**config.mk**
```make
export PLATFORM = sky130hd
export DESIGN_NAME = mod_exp_ctrl_flat
export DESIGN_NICKNAME = d
export VERILOG_FILES = /design/src/rtl/mod_exp_ctrl_pkg.sv /design/src/rtl/mod_exp_ctrl_if.sv /design/src/rtl/mod_exp_ctrl.sv /design/src/flat_wrapper.sv
export SDC_FILE = /design/constraint.sdc
export NUM_CORES = 1
export LEC_CHECK = 0
export BUFFER_PORTS_ARGS = -buffer_cell sky130_fd_sc_hd__buf_4
export CAP_MARGIN = 20
export CELL_PAD_IN_SITES_DETAIL_PLACEMENT = 1
export CELL_PAD_IN_SITES_GLOBAL_PLACEMENT = 1
export CORE_UTILIZATION = 38
export DETAILED_ROUTE_END_ITERATION = 8
export GPL_ROUTABILITY_DRIVEN = 0
export PLACE_DENSITY = 0.88
export SLEW_MARGIN = 5
export SYNTH_ARGS = -nofsm -noshare
export SYNTH_HDL_FRONTEND = slang
export SYNTH_SLANG_ARGS = --single-unit
export TNS_END_PERCENT = 20
```
**constraint.sdc**
```tcl
create_clock -name clk -period 3.4 [get_ports clk]
set_clock_uncertainty 0.1 [all_clocks]
set_input_delay 0.51 -clock clk [delete_from_list [all_inputs] [get_ports clk]]
set_output_delay 0.51 -clock clk [all_outputs]
set_load 0.02 [all_outputs]
```
**src/rtl/mod_exp_ctrl_pkg.sv**
```systemverilog
// Shared project package for the modular-exponentiation controller.
// Holds the FSM state encoding, the default exponent width and the
// datapath widths used by the controller and its multiplier bus.
package mod_exp_ctrl_pkg;

    localparam int EXP_W_DEFAULT = 32;
    localparam int DATA_W        = 32;
    localparam int LEN_W         = 8;
    localparam int BITS_W        = 6;

    typedef enum logic [3:0] {
        ST_IDLE,
        ST_LOAD,
        ST_SQR_ISSUE,
        ST_SQR_WAIT,
        ST_MUL_ISSUE,
        ST_MUL_WAIT,
        ST_CONV_ISSUE,
        ST_CONV_WAIT,
        ST_DONE
    } state_t;

    // Requests asking for more bits than the exponent register holds are
    // treated as a full-width exponent.
    function automatic logic [BITS_W-1:0] clamp_bits(input logic [BITS_W-1:0] bits,
                                                     input logic [BITS_W-1:0] max_bits);
        return (bits > max_bits) ? max_bits : bits;
    endfunction

endpackage

```
**src/rtl/mod_exp_ctrl_if.sv**
```systemverilog
// Montgomery multiplier request/response bus.
// master: the exponentiation controller (drives mm_start and operands,
//         receives mm_end / mm_out).
// slave : the shared Montgomery multiplier.
//   mm_start   one-cycle operation request
//   mm_len     operand length, passed through unchanged
//   mm_num_1   first operand
//   mm_num_2   second operand
//   mm_modulus modulus N
//   mm_end     one-cycle completion strobe
//   mm_out     product a*b*R^-1 mod N, valid with mm_end
interface mod_exp_ctrl_if import mod_exp_ctrl_pkg::*; ();

    logic              mm_start;
    logic [LEN_W-1:0]  mm_len;
    logic [DATA_W-1:0] mm_num_1;
    logic [DATA_W-1:0] mm_num_2;
    logic [DATA_W-1:0] mm_modulus;
    logic              mm_end;
    logic [DATA_W-1:0] mm_out;

    modport master (
        output mm_start, mm_len, mm_num_1, mm_num_2, mm_modulus,
        input  mm_end, mm_out
    );

    modport slave (
        input  mm_start, mm_len, mm_num_1, mm_num_2, mm_modulus,
        output mm_end, mm_out
    );

endinterface

```
**src/rtl/mod_exp_ctrl.sv**
```systemverilog
// Left-to-right square-and-multiply controller for Montgomery modular
// exponentiation. The multiplier itself lives outside this block and is
// reached through the mm bus so a top level can share it.
// Ports:
//   clk, rstn       clock, synchronous active-low reset
//   start           request, accepted only when idle
//   len             operand length forwarded to the multiplier
//   base_m, one_m   base and R mod N, both in Montgomery form
//   exponent        exponent value
//   exp_bits        number of exponent bits to process (clamped to EXP_W)
//   modulus         modulus N
//   busy            operation in progress
//   done            one-cycle pulse, result valid in the same cycle
//   result          base^exponent mod N in normal form
//   mm              master side of the multiplier bus
module mod_exp_ctrl import mod_exp_ctrl_pkg::*; #(
    parameter int EXP_W = EXP_W_DEFAULT
) (
    input  logic              clk,
    input  logic              rstn,
    input  logic              start,
    input  logic [LEN_W-1:0]  len,
    input  logic [DATA_W-1:0] base_m,
    input  logic [DATA_W-1:0] one_m,
    input  logic [EXP_W-1:0]  exponent,
    input  logic [BITS_W-1:0] exp_bits,
    input  logic [DATA_W-1:0] modulus,
    output logic              busy,
    output logic              done,
    output logic [DATA_W-1:0] result,
    mod_exp_ctrl_if.master    mm
);

    localparam int                IDX_W     = (EXP_W > 1) ? $clog2(EXP_W) : 1;
    localparam logic [BITS_W-1:0] EXP_W_MAX = BITS_W'(EXP_W);

    state_t            state_q, state_d;
    logic [LEN_W-1:0]  len_q, len_d;
    logic [DATA_W-1:0] base_m_q, base_m_d;
    logic [DATA_W-1:0] one_m_q, one_m_d;
    logic [EXP_W-1:0]  exponent_q, exponent_d;
    logic [BITS_W-1:0] exp_bits_q, exp_bits_d;
    logic [DATA_W-1:0] modulus_q, modulus_d;
    logic [DATA_W-1:0] acc_q, acc_d;
    logic [IDX_W-1:0]  idx_q, idx_d;
    logic [DATA_W-1:0] result_q, result_d;
    logic [DATA_W-1:0] num_1_q, num_1_d;
    logic [DATA_W-1:0] num_2_q, num_2_d;

    // State and datapath registers; reset aborts any operation in flight.
    always_ff @(posedge clk) begin
        if (!rstn) begin
            state_q    <= ST_IDLE;
            len_q      <= '0;
            base_m_q   <= '0;
            one_m_q    <= '0;
            exponent_q <= '0;
            exp_bits_q <= '0;
            modulus_q  <= '0;
            acc_q      <= '0;
            idx_q      <= '0;
            result_q   <= '0;
            num_1_q    <= '0;
            num_2_q    <= '0;
        end else begin
            state_q    <= state_d;
            len_q      <= len_d;
            base_m_q   <= base_m_d;
            one_m_q    <= one_m_d;
            exponent_q <= exponent_d;
            exp_bits_q <= exp_bits_d;
            modulus_q  <= modulus_d;
            acc_q      <= acc_d;
            idx_q      <= idx_d;
            result_q   <= result_d;
            num_1_q    <= num_1_d;
            num_2_q    <= num_2_d;
        end
    end

    // Next-state logic. After each bit (squaring, plus the optional
    // multiply) the index either steps down or the accumulator is
    // converted out of Montgomery form by multiplying with plain 1.
    always_comb begin
        state_d    = state_q;
        len_d      = len_q;
        base_m_d   = base_m_q;
        one_m_d    = one_m_q;
        exponent_d = exponent_q;
        exp_bits_d = exp_bits_q;
        modulus_d  = modulus_q;
        acc_d      = acc_q;
        idx_d      = idx_q;
        result_d   = result_q;
        num_1_d    = num_1_q;
        num_2_d    = num_2_q;

        case (state_q)
            ST_IDLE: begin
                if (start) begin
                    len_d      = len;
                    base_m_d   = base_m;
                    one_m_d    = one_m;
                    exponent_d = exponent;
                    exp_bits_d = clamp_bits(exp_bits, EXP_W_MAX);
                    modulus_d  = modulus;
                    state_d    = ST_LOAD;
                end
            end
            ST_LOAD: begin
                acc_d   = one_m_q;
                idx_d   = IDX_W'(exp_bits_q - 1'b1);
                state_d = (exp_bits_q != '0) ? ST_SQR_ISSUE : ST_CONV_ISSUE;
            end
            ST_SQR_ISSUE:  state_d = ST_SQR_WAIT;
            ST_SQR_WAIT: begin
                if (mm.mm_end) begin
                    acc_d = mm.mm_out;
                    if (exponent_q[idx_q]) begin
                        state_d = ST_MUL_ISSUE;
                    end else if (idx_q == '0) begin
                        state_d = ST_CONV_ISSUE;
                    end else begin
                        idx_d   = idx_q - 1'b1;
                        state_d = ST_SQR_ISSUE;
                    end
                end
            end
            ST_MUL_ISSUE:  state_d = ST_MUL_WAIT;
            ST_MUL_WAIT: begin
                if (mm.mm_end) begin
                    acc_d = mm.mm_out;
                    if (idx_q == '0) begin
                        state_d = ST_CONV_ISSUE;
                    end else begin
                        idx_d   = idx_q - 1'b1;
                        state_d = ST_SQR_ISSUE;
                    end
                end
            end
            ST_CONV_ISSUE: state_d = ST_CONV_WAIT;
            ST_CONV_WAIT: begin
                if (mm.mm_end) begin
                    result_d = mm.mm_out;
                    state_d  = ST_DONE;
                end
            end
            ST_DONE:       state_d = ST_IDLE;
            default:       state_d = ST_IDLE;
        endcase

        // Operands are registered on entry to an issue state so they are
        // already valid with mm_start and stay put through the wait.
        if (state_d != state_q) begin
            case (state_d)
                ST_SQR_ISSUE: begin
                    num_1_d = acc_d;
                    num_2_d = acc_d;
                end
                ST_MUL_ISSUE: begin
                    num_1_d = acc_d;
                    num_2_d = base_m_q;
                end
                ST_CONV_ISSUE: begin
                    num_1_d = acc_d;
                    num_2_d = DATA_W'(1);
                end
                default: begin
                    num_1_d = num_1_q;
                    num_2_d = num_2_q;
                end
            endcase
        end
    end

    assign busy          = (state_q != ST_IDLE) && (state_q != ST_DONE);
    assign done          = (state_q == ST_DONE);
    assign result        = result_q;
    assign mm.mm_start   = (state_q == ST_SQR_ISSUE) || (state_q == ST_MUL_ISSUE) ||
                           (state_q == ST_CONV_ISSUE);
    assign mm.mm_len     = len_q;
    assign mm.mm_num_1   = num_1_q;
    assign mm.mm_num_2   = num_2_q;
    assign mm.mm_modulus = modulus_q;

endmodule
```
**src/flat_wrapper.sv**
```systemverilog
// flat-port wrapper written by rule: the top's interface ports become plain ports
module mod_exp_ctrl_flat import mod_exp_ctrl_pkg::*;
#(
    parameter int EXP_W = EXP_W_DEFAULT
)
  (clk, rstn, start, len, base_m, one_m, exponent, exp_bits, modulus, busy, done, result, mm_mm_start, mm_mm_len, mm_mm_num_1, mm_mm_num_2, mm_mm_modulus, mm_mm_end, mm_mm_out);
  mod_exp_ctrl_if mm_i ();
  input  logic clk;
  input  logic rstn;
  input  logic start;
  input  logic [LEN_W-1:0] len;
  input  logic [DATA_W-1:0] base_m;
  input  logic [DATA_W-1:0] one_m;
  input  logic [EXP_W-1:0] exponent;
  input  logic [BITS_W-1:0] exp_bits;
  input  logic [DATA_W-1:0] modulus;
  output logic busy;
  output logic done;
  output logic [DATA_W-1:0] result;
  output wire logic [$bits(mm_i.mm_start)-1:0] mm_mm_start;
  output wire logic [$bits(mm_i.mm_len)-1:0] mm_mm_len;
  output wire logic [$bits(mm_i.mm_num_1)-1:0] mm_mm_num_1;
  output wire logic [$bits(mm_i.mm_num_2)-1:0] mm_mm_num_2;
  output wire logic [$bits(mm_i.mm_modulus)-1:0] mm_mm_modulus;
  input wire logic [$bits(mm_i.mm_end)-1:0] mm_mm_end;
  input wire logic [$bits(mm_i.mm_out)-1:0] mm_mm_out;
  assign mm_mm_start = mm_i.mm_start;
  assign mm_mm_len = mm_i.mm_len;
  assign mm_mm_num_1 = mm_i.mm_num_1;
  assign mm_mm_num_2 = mm_i.mm_num_2;
  assign mm_mm_modulus = mm_i.mm_modulus;
  assign mm_i.mm_end = mm_mm_end;
  assign mm_i.mm_out = mm_mm_out;
  mod_exp_ctrl #(.EXP_W(EXP_W)) u_core (.clk(clk), .rstn(rstn), .start(start), .len(len), .base_m(base_m), .one_m(one_m), .exponent(exponent), .exp_bits(exp_bits), .modulus(modulus), .busy(busy), .done(done), .result(result), .mm(mm_i));
endmodule
```
==> summary by stage, run 1 <==
Critical path
The kind of start point of the critical path is a flip-flop. The end of the worst register-to-register path is u_core.idx_q[4]$_SDFFE_PN0P_. Of all nets on the critical path, the largest fanout is 12. The worst register-to-register path begins at u_core.state_q[2]$_SDFF_PN0_. At the worst endpoint, the arrival time is roughly 3.4 ns. The worst setup path is of the reg -> reg kind. The register-to-register setup slack is between 0.2 and 0.3 ns. At the worst endpoint, the required time is about 3.7 ns. Measured in cells, the most critical reg-to-reg path has a length of 10.

The type of element capturing the critical path is a flip-flop.

Job
Across the run, the number of max-cap violations was 0.

Timing
Setup repair after global routing left no endpoint under its margin. The final-report hold violation count was 0. Hold is met by approximately 0.091 ns. Setup violations remaining at the end of the flow were counted as 0.

The transition time at the pin with the least slew margin is between 1 and 1.5 ns. The final count of pins violating max slew is 0. The worst relative slew slack is around 11%. Based on the critical path, the design can be clocked at up to 320 MHz. The final cycle utilization of the critical path is between 90% and 100%. Once routing completed, OpenROAD measured the worst setup slack at around 0.27 ns. The shortest clock period the worst path allows after layout is 3.13 ns. Setup total negative slack on the finished layout was measured at 0 ns.

Yosys
Averaged over all synthesized cells, the footprint is just over 8 µm². The total number of yosys warnings is 0. After synthesis, the cell types taking the most area are dfxtp_1 (50%), nand2_1 (13%), a21oi_1 (9.0%), a211oi_1 (3.2%), clkbuf_1 (2.6%).

Among all cell types in the netlist, the one instantiated most often is nand2_1. Sequential cells were found to cover 50.0% of the synthesized design area. In the synthesized netlist, the cells that appear most often are nand2_1 (389), dfxtp_1 (278), a21oi_1 (199).

After synthesis, the largest area contributor takes up 50.0% of total cell area. The count of cell types in the netlist is 63. The count of flip-flops with a built-in enable after synthesis is 0.

Among all flip-flop cells after synthesis, the most frequent one is dfxtp_1. The cell type contributing the most total cell area after synthesis is dfxtp_1. The mapped netlist covers between 0.01 and 0.015 mm².

The post-synthesis cell count is between 1000 and 1500. The number of register bits inferred by synthesis is 278. The async set-or-reset flop fraction in the synthesized netlist is 0%. The post-synth net total is 1530.

Global route
The first global-routing pass estimated approximately 60000 µm of wire. The total overflow reported by the global router is 0. The global-route met3 utilization is approximately 6.7%. Global routing used between 20% and 30% of the available tracks. The number of antenna violations at the first check in global routing is 8. The met2 global-route usage is around 45%. The largest net degree at the start of global routing is 238. The via count of the first global-routing pass came to around 12000. The global-route layer with the greatest usage is met2.

The met1 track utilization from global routing is between 20% and 30%.

CTS
The later pin in the worst-skew pair is clocked with a latency of ~0.56 ns. The tree is rooted in a clkbuf_16. For this design, the CTS-stage hold fixing added 0 buffers. The clock net in this run drives a total of ~280 sinks. The level count of the clock H-tree is 1. The number of cells upsized or downsized after cts is 0.

The maximum count of clock buffers along a single path is 3. The post-CTS setup repair buffer count is 0. The clock tree from TritonCTS is built. The clock input transition at the sequential cells of the worst setup and hold paths is about 0.06 ns. The number of buffers created by CTS is 30.

Die
The number of placed I/O pins is around 320. In this run the core area contains just over 60 standard-cell rows. The floorplan step set the die height to approximately 170 µm.

The die outline width is around 170 µm. The die area is between 0.02 and 0.03 mm². The core outline area is 0.0288 mm². Once the floorplan was initialized, standard cells occupied between 30% and 40% of the core.

Drt
The final layout contains routed wiring with a total length of between 30000 and 40000 µm. After detailed routing, the average wire length per cell comes to just under 20 µm. After detailed routing, the number of remaining DRC violations is 0.

The initial DRC count is about 530. The via density per instance is 5.35. The final route contains ~11000 vias. The number of detailed-route iterations in the first pass is 6. The remaining number of nets flagged by the antenna check after routing is 0.

Hold path
The count of cells along the worst hold path is 3. In this run the most critical hold path is launched from base_m[17]. The path with the worst hold slack has its endpoint at u_core.base_m_q[17]$_SDFFE_PN0P_. The path class of the lowest-slack min-delay path is in -> reg.

Layout
The net count of the finished layout is about 1800. Counting the fill cells in the layout gives about 3400. Of the cells placed in the final design, the portion with a size suffix greater than 1 is around 25%. Compared with the post-synthesis result, the final layout area differs by 32.8%.

Cells fill between 50% and 60% of the core in the end.

Place
Prior to clock tree synthesis, the placed netlist has a worst setup slack of approximately 0.34 ns. The number of buffer cells added on primary ports is 316. The half-perimeter wire length of the detailed placement result is about 27000 µm.

Power and ir drop
In this run the static leakage power is approximately 0.0060 µW. IR analysis of the VDD net gives a maximum drop of approximately 0.40 mV. For this design the ratio of total power to cell area is about 750 mW/mm².

Status
The run finished with clean final reports.
## state kept, by name, indices dropped and copies added, names as in the netlist
name,flops
u_core.acc_q,31
u_core.base_m_q,32
u_core.mm.mm_num_1,32
u_core.one_m_q,32
u_core.mm.mm_modulus,32
u_core.state_q,4
u_core.exponent_q,32
u_core.mm.mm_num_2,32
u_core.mm.mm_len,8
u_core.result,32
u_core.idx_q,5
u_core.exp_bits_q,6
## worst max-delay path by stage
stage	depth (start not counted)	slack, ns	from	end
2_1_floorplan	12	0.80	u_core.state_q[0]$_SDFF_PN0_	u_core.idx_q[4]$_SDFFE_PN0P_
3_3_place_gp	10	0.48	u_core.state_q[2]$_SDFF_PN0_	u_core.idx_q[4]$_SDFFE_PN0P_
3_5_place_dp	10	0.34	u_core.state_q[2]$_SDFF_PN0_	u_core.idx_q[4]$_SDFFE_PN0P_
4_1_cts	10	0.30	u_core.state_q[2]$_SDFF_PN0_	u_core.idx_q[4]$_SDFFE_PN0P_
5_1_grt	10	0.08	u_core.state_q[2]$_SDFF_PN0_	u_core.idx_q[4]$_SDFFE_PN0P_
6_report	10	0.27	u_core.state_q[2]$_SDFF_PN0_	u_core.idx_q[4]$_SDFFE_PN0P_
## layout by cell type (no fill, tap or decap), drive strengths merged, types with 21 or more instances in the layout
master	n
or3	21
nand2	389
a21oi	199
clkbuf	47
nor2	55
nand3	28
a211oi	48
buf	341
dfxtp	278
o211ai	21
nand4	24
and2	46
## power by group
group | switching [µW] | internal [µW]
Clock | 1340 | 1910
Sequential | 351 | 3780
Combinational | 2420 | 1290
## area by class of cell
class | instances | area (µm²) | area share [%]
diodes | 6 | 15.0 | 0.102
clock buffers | 47 | 915 | 6.19
clock inverters | 8 | 76.3 | 0.517
inverters | 7 | 33.8 | 0.229
multi-input cells | 956 | 5080 | 34.4
flip-flops and latches | 278 | 5570 | 37.7
well taps | 384 | 480 | 3.25
repair buffers | 341 | 2610 | 17.7
## layer usage
metal	routed length [µm]	up-vias
met5	23	-
met4	1810	4
met3	2590	94
met2	19200	310
met1	15300	5270
li1	-	5164
## through the flow
| step | instance area [µm²] | total power, µW | instances |
|---|---|---|---|
| global placement | 13800 | 7750 | 1966 |
| CTS | 14800 | 11200 | 2021 |
| global route | 14800 | 11700 | 2025 |
| detailed placement | 13800 | 7910 | 1966 |
| floorplan | 11100 | 6540 | 1351 |
| finish | 14800 | 11100 | 2027 |
## kinds of logic (layout without fill, tap and decap cells)
logic type | count (synthesis) | after routing | synth area share (%)
xor+xnor | 3 | 3 | 0.304
simple gates | 601 | 601 | 24.2
other cells | 0 | 6 | 0
buf+inv | 117 | 403 | 4.66
mux | 20 | 20 | 1.80
fa+ha+maj | 2 | 2 | 0.202
flops | 278 | 278 | 50.0
compound gates | 330 | 330 | 18.8
## critical path, stage by stage, from the launching register on
cell      delay, ns
dfxtp_1        0.68
xor2_2         0.18
nand2_1        0.28
mux2i_1        0.28
ha_1           0.28
or3b_2         0.47
nand3_1        0.11
o21ai_0        0.08
a21o_1         0.18
a211oi_1       0.20
a311oi_1       0.08
No activity file was read; power rests on OpenSTA's default activity.
==> run 2, diff against run 1 <==
CORE_UTILIZATION = 41   (was 38)
PLACE_DENSITY = 0.94   (was 0.88)
clock period = 3.6 ns   (was 3.4 ns; I/O delays follow)
==> summary by stage, run 2 (synthesis gave the netlist of run 1 again) <==
Global route
The via count of the first global-routing pass is 11967 (+3.0%). The total overflow reported by the global router is 0 (unchanged). The global-route wire length before repair is 65300 µm (+6.1%). The number of antenna violations at the first check in global routing is 1 (-7). The total global-route track usage was 29.5% (+4.0 points). The largest net degree at the start of global routing is 122 (-49%).

Critical path
The critical path is of the reg -> reg type. The length in cells of the worst reg-to-reg path was 10 (unchanged). The kind of start point of the critical path is a flip-flop.

The delay contributed by the slowest stage of the critical path was 0.68 ns (about the same). STA classifies the critical path endpoint as a flip-flop. The worst path required time is 3.89 ns (+0.23 ns). For this design, the slowest cell found on the critical path is dfxtp_1.

Walking the worst path, the cells encountered are xor2_2, nand2_1, mux2i_1, ha_1, or3b_2, nand3_1, o21ai_0, a21o_1, a211oi_1, a311oi_1. The maximum fanout along the worst path came to 12 (unchanged). The data arrival time of the critical path came to 3.43 ns (+0.04 ns).

Layout
The multi-input gate area in the final layout came to 0.00508 mm² (unchanged). The final standard cell utilization of the core is 55.5% (+4.2 points). The area taken by flip-flops and latches was 0.00557 mm² (unchanged). The share of layout cells above drive strength 1 is 25.1% (-0.35 points).

The number of filler cells placed in the layout is 3172 (-7.0%). The layout overhead on the synthesized area is 31.6%. The final non-filler cell area is 0.0146 mm² (-0.92%). The number of non-filler instances in the completed layout is 1965 (-3.1%). The layout net count is 1784 (-0.50%). The library cells used most frequently in the layout, excluding fill and tap cells, are nand2_1 (389), buf_4 (329), dfxtp_1 (278).

The commonest non-fill, non-tap cell in the layout is nand2_1.

Timing
Setup repair after global routing left no endpoint under its margin. The total negative slack is 0 ns (unchanged). The least setup slack across all paths after layout is 0.458 ns (+0.185 ns). The final cycle utilization of the critical path was 87.3% (-4.7 points). The final count of pins violating max slew is 0 (unchanged). The worst relative slew slack is 33.5% (+22 points).

The achievable clock frequency is 318 MHz (-0.48%). The transition time at the pin with the least slew margin came to 0.995 ns (-0.337 ns). The shortest clock period the worst path allows after layout came to 3.14 ns (+0.0150 ns). The final-report hold violation count was 0 (unchanged).

The setup-violating endpoint count in the final report is 0 (unchanged).

Place
The number of buffer cells added on primary ports is 316 (unchanged). The half-perimeter wire length of the detailed placement result is 27000 µm (+0.81%). The worst setup timing slack at the placement stage is 0.505 ns (+0.167 ns).

The placed standard-cell area is 0.0136 mm² (-1.0%). The placed instance count came to 1908 (-3.0%).

Drt
The total wirelength of the detailed-routed design is 41500 µm (+6.4%). The via density per instance is 5.62 (+5.1%). The vias after detailed routing is 11046 (+1.9%). The initial DRC count came to 625 (+18%). The number of detailed-route iterations in the first pass is 5 (-1). The final routed DRC violation total is 0 (unchanged). The remaining number of nets flagged by the antenna check after routing is 0 (unchanged). The routed length per instance is 21.1 µm (+9.8%).

CTS
The clock input transition at the sequential cells of the worst setup and hold paths is 0.07 ns (about the same). The root buffer cell is clkbuf_16. The quantity of hold-fixing buffers added after cts is 0 (unchanged).

The post-CTS setup repair buffer count came to 0 (unchanged). The number of buffers created by CTS is 30 (unchanged). The number of sinks handled by clock tree synthesis is 278 (unchanged). The number of cells upsized or downsized after cts came to 0 (unchanged). The level count of the clock H-tree came to 1 (unchanged). The maximum count of clock buffers along a single path is 3 (unchanged). The clock tree from TritonCTS is built.

The clock latency reported for the late side of the worst-skew pair is 0.56 ns (about the same).

Die
The number of placed I/O pins came to 317 (unchanged). The number of standard-cell rows in the floorplan came to 59 (-4.8%). The vertical die dimension is 167 µm (-3.7%).

The die area came to 0.0278 mm² (-7.2%). The effective utilization at floorplan is 42.2% (+3.6 points). The die outline width was 167 µm (-3.7%). The core outline area is 0.0264 mm² (-8.4%).

Power and ir drop
The static power due to leakage is 0.00600 µW (-0.75%). The power density over the cells is 724 mW/mm² (-3.7%). The highest ir drop seen on vdd came to 0.350 mV (-13%).

Status
The run finished with clean final reports.

Hold path
In this run the worst hold path is classified as in -> reg. The count of cells along the worst hold path came to 3 (unchanged).

Job
The max-cap violation count is 0 (unchanged).
-- run 2: cell count changes in the layout (fill, tap and decap cells not counted), sizes merged --
cell      delta
buf          -9
diode        -4
clkbuf       -3
bufinv       +1
clkinv       +1
clkinvlp     +1
-- run 2: report_power, final --
group / leakage (µW) / internal, µW / total (µW) / switching (µW)
Combinational: 0.00324 / 1160 / 3450 / 2280
Clock: 0.000499 / 1860 / 3170 / 1310
Sequential: 0.00226 / 3570 / 3980 / 408
Total: 0.00600 / 6600 / 10600 / 4000
-- run 2: cell type report --
class	count	area share (%)
multi-input combinational	956	34.7
clock inverter	11	0.761
tap	335	2.86
timing repair buffer	332	17.3
sequential	278	38.0
inverter	7	0.231
antenna	2	0.0342
clock buffer	44	6.11
-- run 2: path summary, 6_finish.rpt --
check	start	to	slack, ns
setup / recovery	u_core.state_q[2]$_SDFF_PN0_	u_core.idx_q[4]$_SDFFE_PN0P_	0.46
hold reg to reg	u_core.mm.mm_len[5]$_SDFFE_PN0P_	u_core.mm.mm_len[5]$_SDFFE_PN0P_	0.36
hold / removal	one_m[11]	u_core.one_m_q[11]$_SDFFE_PN0P_	0.12
setup reg to reg	u_core.state_q[2]$_SDFF_PN0_	u_core.idx_q[4]$_SDFFE_PN0P_	0.46
-- run 2: metal layers --
layer  vias up  global-route usage (%)  wire length, µm
li1       5132                       -                -
met1      5352                    32.4            15800
met2       443                    52.5            20600
met3       119                    7.22             2830
met4         0                    15.3             2190
met5         -                       0                0
-- run 2: critical path: cells and delay by family, from the launching register on --
family / cells / cell delay (ns)
fa+ha+maj: 1 / 0.30
xor+xnor: 1 / 0.19
compound gates: 4 / 0.52
mux: 1 / 0.31
flops: 1 / 0.68
simple gates: 3 / 0.89
-- run 2: metrics by stage --
stage / power [µW] / hold WS (ns)
after CTS: 10600 / 0.109
after global routing: 11100 / 0.125
final: 10600 / 0.124
after global placement: 7230 / 0.338
after detailed placement: 7380 / 0.345
after floorplan: 6180 / 0.332
